--- config.mk ---
export PLATFORM = sky130hd
export DESIGN_NAME = pixel_event_requester
export DESIGN_NICKNAME = d
export VERILOG_FILES = /design/src/rtl/lib_arbiter_pkg.sv /design/src/rtl/pixel_req_cell.sv /design/src/rtl/pixel_event_requester.sv
export SDC_FILE = /design/constraint.sdc
export NUM_CORES = 1
export LEC_CHECK = 0
export CORE_MARGIN = 4
export CORE_UTILIZATION = 61
export CTS_BUF_LIST = sky130_fd_sc_hd__clkbuf_8 sky130_fd_sc_hd__clkbuf_16
export CTS_CLUSTER_DIAMETER = 60
export DETAILED_ROUTE_END_ITERATION = 10
export GPL_TIMING_DRIVEN = 0
export PLACE_DENSITY_LB_ADDON = 0.3
export SKIP_LAST_GASP = 1
export SYNTH_ARGS = -nofsm -noshare
export SYNTH_HDL_FRONTEND = slang
export SYNTH_SLANG_ARGS = --single-unit
--- constraint.sdc ---
create_clock -name clk_i -period 14.98 [get_ports clk_i]
set_clock_uncertainty 0.1 [all_clocks]
set_input_delay 2.996 -clock clk_i [delete_from_list [all_inputs] [get_ports clk_i]]
set_output_delay 2.996 -clock clk_i [all_outputs]
set_load 0.005 [all_outputs]
--- src/rtl/lib_arbiter_pkg.sv ---
// Shared types and helpers for the pixel-level req/gnt arbiter hierarchy.
// Holds the pixel requester state encoding and the popcount used by drop accounting.
package lib_arbiter_pkg;

  typedef enum logic [1:0] {
    PIX_IDLE    = 2'd0,
    PIX_REQ     = 2'd1,
    PIX_REFRACT = 2'd2
  } pix_state_t;

  localparam int POP_IN_W  = 64;
  localparam int POP_OUT_W = 7;

  // Callers zero-extend narrower vectors to POP_IN_W bits.
  function automatic logic [POP_OUT_W-1:0] popcount(input logic [POP_IN_W-1:0] v);
    logic [POP_OUT_W-1:0] cnt;
    cnt = '0;
    for (int i = 0; i < POP_IN_W; i++) begin
      cnt = cnt + POP_OUT_W'(v[i]);
    end
    return cnt;
  endfunction

endpackage

--- src/rtl/pixel_req_cell.sv ---
// One pixel's request FSM: captures an event, holds req until granted, then
// blocks further events for a programmable refractory period.
module pixel_req_cell
  import lib_arbiter_pkg::*;
#(
  parameter int REFR_W = 4
) (
  input  logic              clk_i,
  input  logic              reset_ni,
  input  logic              enable_i,
  input  logic [REFR_W-1:0] refr_cycles_i,
  input  logic              evt_edge_i,
  input  logic              polarity_i,
  input  logic              gnt_i,
  output logic              req_o,
  output logic              req_d_o,
  output logic              pol_o,
  output logic              drop_o,
  output pix_state_t        state_o
);

  pix_state_t        state_q, state_d;
  logic [REFR_W-1:0] cnt_q, cnt_d;
  logic              pol_q, pol_d;

  always_comb begin
    state_d = state_q;
    cnt_d   = cnt_q;
    pol_d   = pol_q;
    drop_o  = 1'b0;
    case (state_q)
      PIX_IDLE: begin
        if (evt_edge_i && enable_i) begin
          state_d = PIX_REQ;
          pol_d   = polarity_i;
        end
      end
      PIX_REQ: begin
        // A grant arriving with a new edge still wins; the edge is lost.
        drop_o = evt_edge_i;
        if (gnt_i) begin
          if (refr_cycles_i == '0) begin
            state_d = PIX_IDLE;
          end else begin
            state_d = PIX_REFRACT;
            cnt_d   = refr_cycles_i;
          end
        end
      end
      PIX_REFRACT: begin
        drop_o = evt_edge_i;
        cnt_d  = cnt_q - 1'b1;
        if (cnt_q <= REFR_W'(1)) begin
          state_d = PIX_IDLE;
          cnt_d   = '0;
        end
      end
      default: begin
        state_d = PIX_IDLE;
        cnt_d   = '0;
      end
    endcase
  end

  always_ff @(posedge clk_i or negedge reset_ni) begin
    if (!reset_ni) begin
      state_q <= PIX_IDLE;
      cnt_q   <= '0;
      pol_q   <= 1'b0;
    end else begin
      state_q <= state_d;
      cnt_q   <= cnt_d;
      pol_q   <= pol_d;
    end
  end

  assign req_o   = (state_q == PIX_REQ);
  assign req_d_o = (state_d == PIX_REQ);
  assign pol_o   = pol_q;
  assign state_o = state_q;

endmodule

--- src/rtl/pixel_event_requester.sv ---
// Pixel-side requester for the lowest arbiter level: edge-detects pixel events,
// keeps one request per pixel, counts lost events and flags protocol errors.
module pixel_event_requester
  import lib_arbiter_pkg::*;
#(
  parameter int Lvl_ROWS = 4,
  parameter int Lvl_COLS = 4,
  parameter int REFR_W   = 4,
  parameter int CNT_W    = 16
) (
  input  logic                               clk_i,
  input  logic                               reset_ni,
  input  logic                               enable_i,
  input  logic [REFR_W-1:0]                  refr_cycles_i,
  input  logic [Lvl_ROWS-1:0][Lvl_COLS-1:0]  event_i,
  input  logic [Lvl_ROWS-1:0][Lvl_COLS-1:0]  polarity_i,
  input  logic [Lvl_ROWS-1:0][Lvl_COLS-1:0]  gnt_i,
  output logic [Lvl_ROWS-1:0][Lvl_COLS-1:0]  req_o,
  output logic [Lvl_ROWS-1:0][Lvl_COLS-1:0]  pol_o,
  output logic                               busy_o,
  output logic [CNT_W-1:0]                   drop_cnt_o,
  output logic                               err_o,
  output pix_state_t [Lvl_ROWS*Lvl_COLS-1:0] dbg_state_o
);

  localparam int NPIX  = Lvl_ROWS * Lvl_COLS;
  localparam int SUM_W = CNT_W + 1;

  logic [NPIX-1:0]      event_q, event_d;
  logic [NPIX-1:0]      evt_edge, gnt_flat, pol_flat, req_flat, req_next, drop_vec;
  logic                 busy_q, busy_d;
  logic                 err_q, err_d;
  logic [CNT_W-1:0]     drop_cnt_q, drop_cnt_d;
  logic [SUM_W-1:0]     drop_sum;
  logic [POP_OUT_W-1:0] drop_pop, gnt_pop;

  assign event_d  = event_i;
  assign gnt_flat = gnt_i;
  assign evt_edge = event_d & ~event_q;

  for (genvar p = 0; p < NPIX; p++) begin : g_pix
    pixel_req_cell #(
      .REFR_W (REFR_W)
    ) u_cell (
      .clk_i         (clk_i),
      .reset_ni      (reset_ni),
      .enable_i      (enable_i),
      .refr_cycles_i (refr_cycles_i),
      .evt_edge_i    (evt_edge[p]),
      .polarity_i    (polarity_i[p / Lvl_COLS][p % Lvl_COLS]),
      .gnt_i         (gnt_flat[p]),
      .req_o         (req_flat[p]),
      .req_d_o       (req_next[p]),
      .pol_o         (pol_flat[p]),
      .drop_o        (drop_vec[p]),
      .state_o       (dbg_state_o[p])
    );
  end

  always_comb begin
    drop_pop   = popcount(POP_IN_W'(drop_vec));
    gnt_pop    = popcount(POP_IN_W'(gnt_flat));
    drop_sum   = {1'b0, drop_cnt_q} + SUM_W'(drop_pop);
    // Saturate rather than wrap so a stuck-busy array stays visible.
    drop_cnt_d = drop_sum[CNT_W] ? {CNT_W{1'b1}} : drop_sum[CNT_W-1:0];
    err_d      = err_q | (|(gnt_flat & ~req_flat)) | (gnt_pop > POP_OUT_W'(1));
    busy_d     = |req_next;
  end

  always_ff @(posedge clk_i or negedge reset_ni) begin
    if (!reset_ni) begin
      event_q    <= '0;
      busy_q     <= 1'b0;
      err_q      <= 1'b0;
      drop_cnt_q <= '0;
    end else begin
      event_q    <= event_d;
      busy_q     <= busy_d;
      err_q      <= err_d;
      drop_cnt_q <= drop_cnt_d;
    end
  end

  assign req_o      = req_flat;
  assign pol_o      = pol_flat;
  assign busy_o     = busy_q;
  assign err_o      = err_q;
  assign drop_cnt_o = drop_cnt_q;

endmodule
==> impl_metrics.tcl <==
set metrics [dict create \
    io_buffers 131 \
    finalCritPeriodShare 0.546 \
    wl_per_cell_um 18.8 \
    hold_buffers 0 \
    dpl_cell_area_mm2 0.0119 \
    nFillCells 1220 \
    dieArea_mm2 0.0191 \
    max-vdd-ir-drop_mv 0.108 \
    max_cap_viol_count 0 \
    hold_viol_final 0 \
    synthCells 1156 \
    hold_path.class "reg -> reg" \
    nets 1493 \
    diodes 0 \
    cts_htree_levels 4 \
    rows 47 \
    cellPowerDensity_mw_per_mm2 197 \
    clk_pin_slew_ns 0.06 \
    status "completed" \
    synth_cell_types 57 \
    met2_length_mm 13.8 \
    hold_ws_ns 0.405 \
    route.layer.met1.wl_mm 11.9 \
    crit_fanout 10 \
    insertion_delay_ns 0.44 \
    rr_worst_depth 18 \
    drtIter0Drc 765 \
    multi_input_area_mm2 0.00581 \
    ys.flop_type "dfrtp_1" \
    r2r_start "g_pix[14].u_cell.state_o[1]$_DFF_PN0_" \
    internal_power_uw 1410 \
    area_growth_pct 21.2 \
    fin_area_mm2 0.0125 \
    drt-total-wl_mm 28.9 \
    critPathRequiredTime_ns 15.16 \
    drive_gt1_frac 0.0766 \
    p_leak_uw 0.00573 \
    ys_seq_area_frac 0.354 \
    slew_viol_final 0 \
    wl_met3_mm 2.10 \
    die_h_um 138 \
    crit_arrival_ns 8.36 \
    critPathLaunch "event_i[10]" \
    vias 9345 \
    dpl.hpwl_mm 20.6 \
    synth_edf_count 0 \
    crit_path_end "drop_cnt_o[11]$_DFF_PN0_" \
    fmax_mhz 122 \
    gp_congestion 0.932 \
    numCtsBuffers 17 \
    grt_overflow_total 0 \
    clock-sinks 146 \
    syn-cell-area_mm2 0.0103 \
    pwr-share-clk 0.171 \
    clockBufferDepth 2 \
    drt_first_pass_iters 5 \
    detail-route-antenna-nets 0 \
    synthesis.nets 1342 \
    cts_resized 0 \
    maxSlewHeadroom 0.385 \
    grt_pass1_wl_mm 47.3 \
    critPathKind "in -> reg" \
    die_w_um 138 \
    p_sw_frac 0.429 \
    clockRootBuffer "clkbuf_16" \
    postCtsSetupBuffers 0 \
    async_flop_share 1.00 \
    top_level_ports 137 \
    setup-tns-final_ns 0 \
    highest_layer "met4" \
    grt_max_degree 85 \
    period_needed_ns 8.18 \
    drc 0 \
    regArea_mm2 0.00365 \
    rsz0062_at_grt "no" \
    grt_usage 0.303 \
    reg2reg_slack_ns 8.99 \
    start_util 0.623 \
    setup_viol_count_final 0 \
    synth_seq_cells 146 \
    p_comb_frac 0.571 \
    core-area_mm2 0.0166 \
    power_uw 2470 \
    yosys_warnings 0 \
    avgSynthCellArea_um2 8.94 \
    start_kind "input port" \
    r2r-end "drop_cnt_o[11]$_DFF_PN0_" \
    vias_per_cell 6.07 \
    p_seq_frac 0.258 \
    end_kind "register" \
    antenna_found_initial 0 \
    grt_pass1_vias 9364 \
    p_sw_uw 1060 \
    tritoncts "done" \
    worst_pin_slew_ns 0.922 \
]
## registers in the layout, summed over array words and instances, names as in the netlist
signal	cells
drop_cnt_o	16
err_o	1
busy_o	1
g_pix.u_cell.state_o	32
g_pix.u_cell.cnt_q	64
g_pix.u_cell.pol_o	16
event_q	16
## final cells by class
| type | instances | share of cell area |
|---|---|---|
| well taps | 220 | 0.0220 |
| inverters | 130 | 0.0390 |
| multi-input cells | 819 | 0.464 |
| clock inverters | 12 | 0.00939 |
| repair buffers | 132 | 0.107 |
| plain buffers | 61 | 0.0305 |
| clock buffers | 19 | 0.0362 |
| flip-flops and latches | 146 | 0.292 |
## synth_stat cells (3+ instances only)
cell / number / share of area
nor2b_1: 21 / 0.013
nand2b_1: 31 / 0.019
dfrtp_1: 146 / 0.35
a22oi_1: 6 / 0.0044
a31oi_1: 5 / 0.0030
a21boi_0: 4 / 0.0029
buf_6: 3 / 0.0033
mux2_2: 21 / 0.023
xor2_1: 4 / 0.0034
buf_4: 33 / 0.024
nand3_1: 65 / 0.031
a21o_1: 4 / 0.0029
a311oi_1: 6 / 0.0051
o22ai_1: 11 / 0.0067
a21oi_1: 42 / 0.020
and3_1: 7 / 0.0042
buf_2: 5 / 0.0024
ha_1: 109 / 0.13
a32o_1: 14 / 0.014
nand2_1: 125 / 0.045
xnor2_1: 19 / 0.016
fa_1: 22 / 0.043
nand4_1: 6 / 0.0036
a221oi_1: 15 / 0.013
clkbuf_1: 19 / 0.0069
inv_1: 130 / 0.047
o31ai_1: 20 / 0.015
o311a_1: 8 / 0.0077
and2_1: 10 / 0.0061
and3b_1: 4 / 0.0034
nor3_1: 21 / 0.010
nor2_1: 44 / 0.016
o21ai_0: 134 / 0.065
o2bb2ai_1: 6 / 0.0051
nor3b_1: 7 / 0.0051
## metal layers
layer,up-vias,track usage
met3,83,0.0580
met5,-,0
li1,4291,-
met1,4535,0.397
met4,0,0.138
met2,436,0.491
## worst min path at each step
stage                                                   from                                 end  slack [ns]  cells after the start
after detailed placement  g_pix[11].u_cell.pol_o$_DFFE_PN0P_  g_pix[11].u_cell.pol_o$_DFFE_PN0P_        0.39                      1
after global routing       g_pix[3].u_cell.pol_o$_DFFE_PN0P_   g_pix[3].u_cell.pol_o$_DFFE_PN0P_        0.42                      1
after CTS                 g_pix[11].u_cell.pol_o$_DFFE_PN0P_  g_pix[11].u_cell.pol_o$_DFFE_PN0P_        0.41                      1
after global placement     g_pix[6].u_cell.pol_o$_DFFE_PN0P_   g_pix[6].u_cell.pol_o$_DFFE_PN0P_        0.39                      1
final                      g_pix[6].u_cell.pol_o$_DFFE_PN0P_   g_pix[6].u_cell.pol_o$_DFFE_PN0P_        0.40                      1
after floorplan            g_pix[7].u_cell.pol_o$_DFFE_PN0P_   g_pix[7].u_cell.pol_o$_DFFE_PN0P_        0.38                      1
## power groups by stage
stage                     sequential (µW)  clock [µW]  combinational (µW)
after CTS                             635         424                1400
after detailed placement              638           0                1370
after global placement                633           0                1320
final                                 639         422                1410
after floorplan                       616           0                 896
after global routing                  655         440                1560
## per-stage QoR
stage / std cells / setup slack (ns) / util
after global routing: 1539 / 6.48 / 0.755
final: 1539 / 6.80 / 0.755
after floorplan: 1156 / 7.36 / -
after CTS: 1539 / 6.81 / 0.755
after global placement: 1507 / 4.85 / 0.719
after detailed placement: 1508 / 6.37 / 0.721
## worst max-delay path: stages
cell	delay (ns)
clkdlybuf4s50_1	0.47
nor2b_1	0.23
nand2_1	0.11
fa_1	0.59
inv_1	0.07
fa_1	0.51
inv_1	0.05
fa_1	0.47
inv_1	0.06
fa_1	0.50
fa_1	0.49
fa_1	0.42
a21o_1	0.20
a21oi_1	0.27
o21ba_2	0.20
or4_1	0.18
clkbuf_1	0.36
o21ai_0	0.19
## kinds of logic after synthesis
group                    synth area share
flip-flops                          0.354
multiplexers                       0.0229
AO/OA/AOI/OAI                       0.178
buffers and inverters              0.0842
adder cells (fa/ha/maj)             0.175
XOR/XNOR                           0.0195
AND/OR/NAND/NOR                     0.167
## cells in the final DEF, fill, tap and decap left out, drive strengths merged, types with 19 or more instances in the layout
cell | synthesis | routed
inv | 130 | 132
buf | 42 | 44
fa | 22 | 22
nand2b | 31 | 31
a21oi | 42 | 42
mux2 | 21 | 21
xnor2 | 19 | 19
nor3 | 21 | 21
nand2 | 125 | 125
nor2b | 21 | 21
dfrtp | 146 | 146
clkdlybuf4s50 | 0 | 130
nor2 | 44 | 44
clkbuf | 19 | 38
o31ai | 20 | 20
nand3 | 66 | 66
ha | 109 | 109
o21ai | 134 | 134
(Power assumes the default switching activity.)
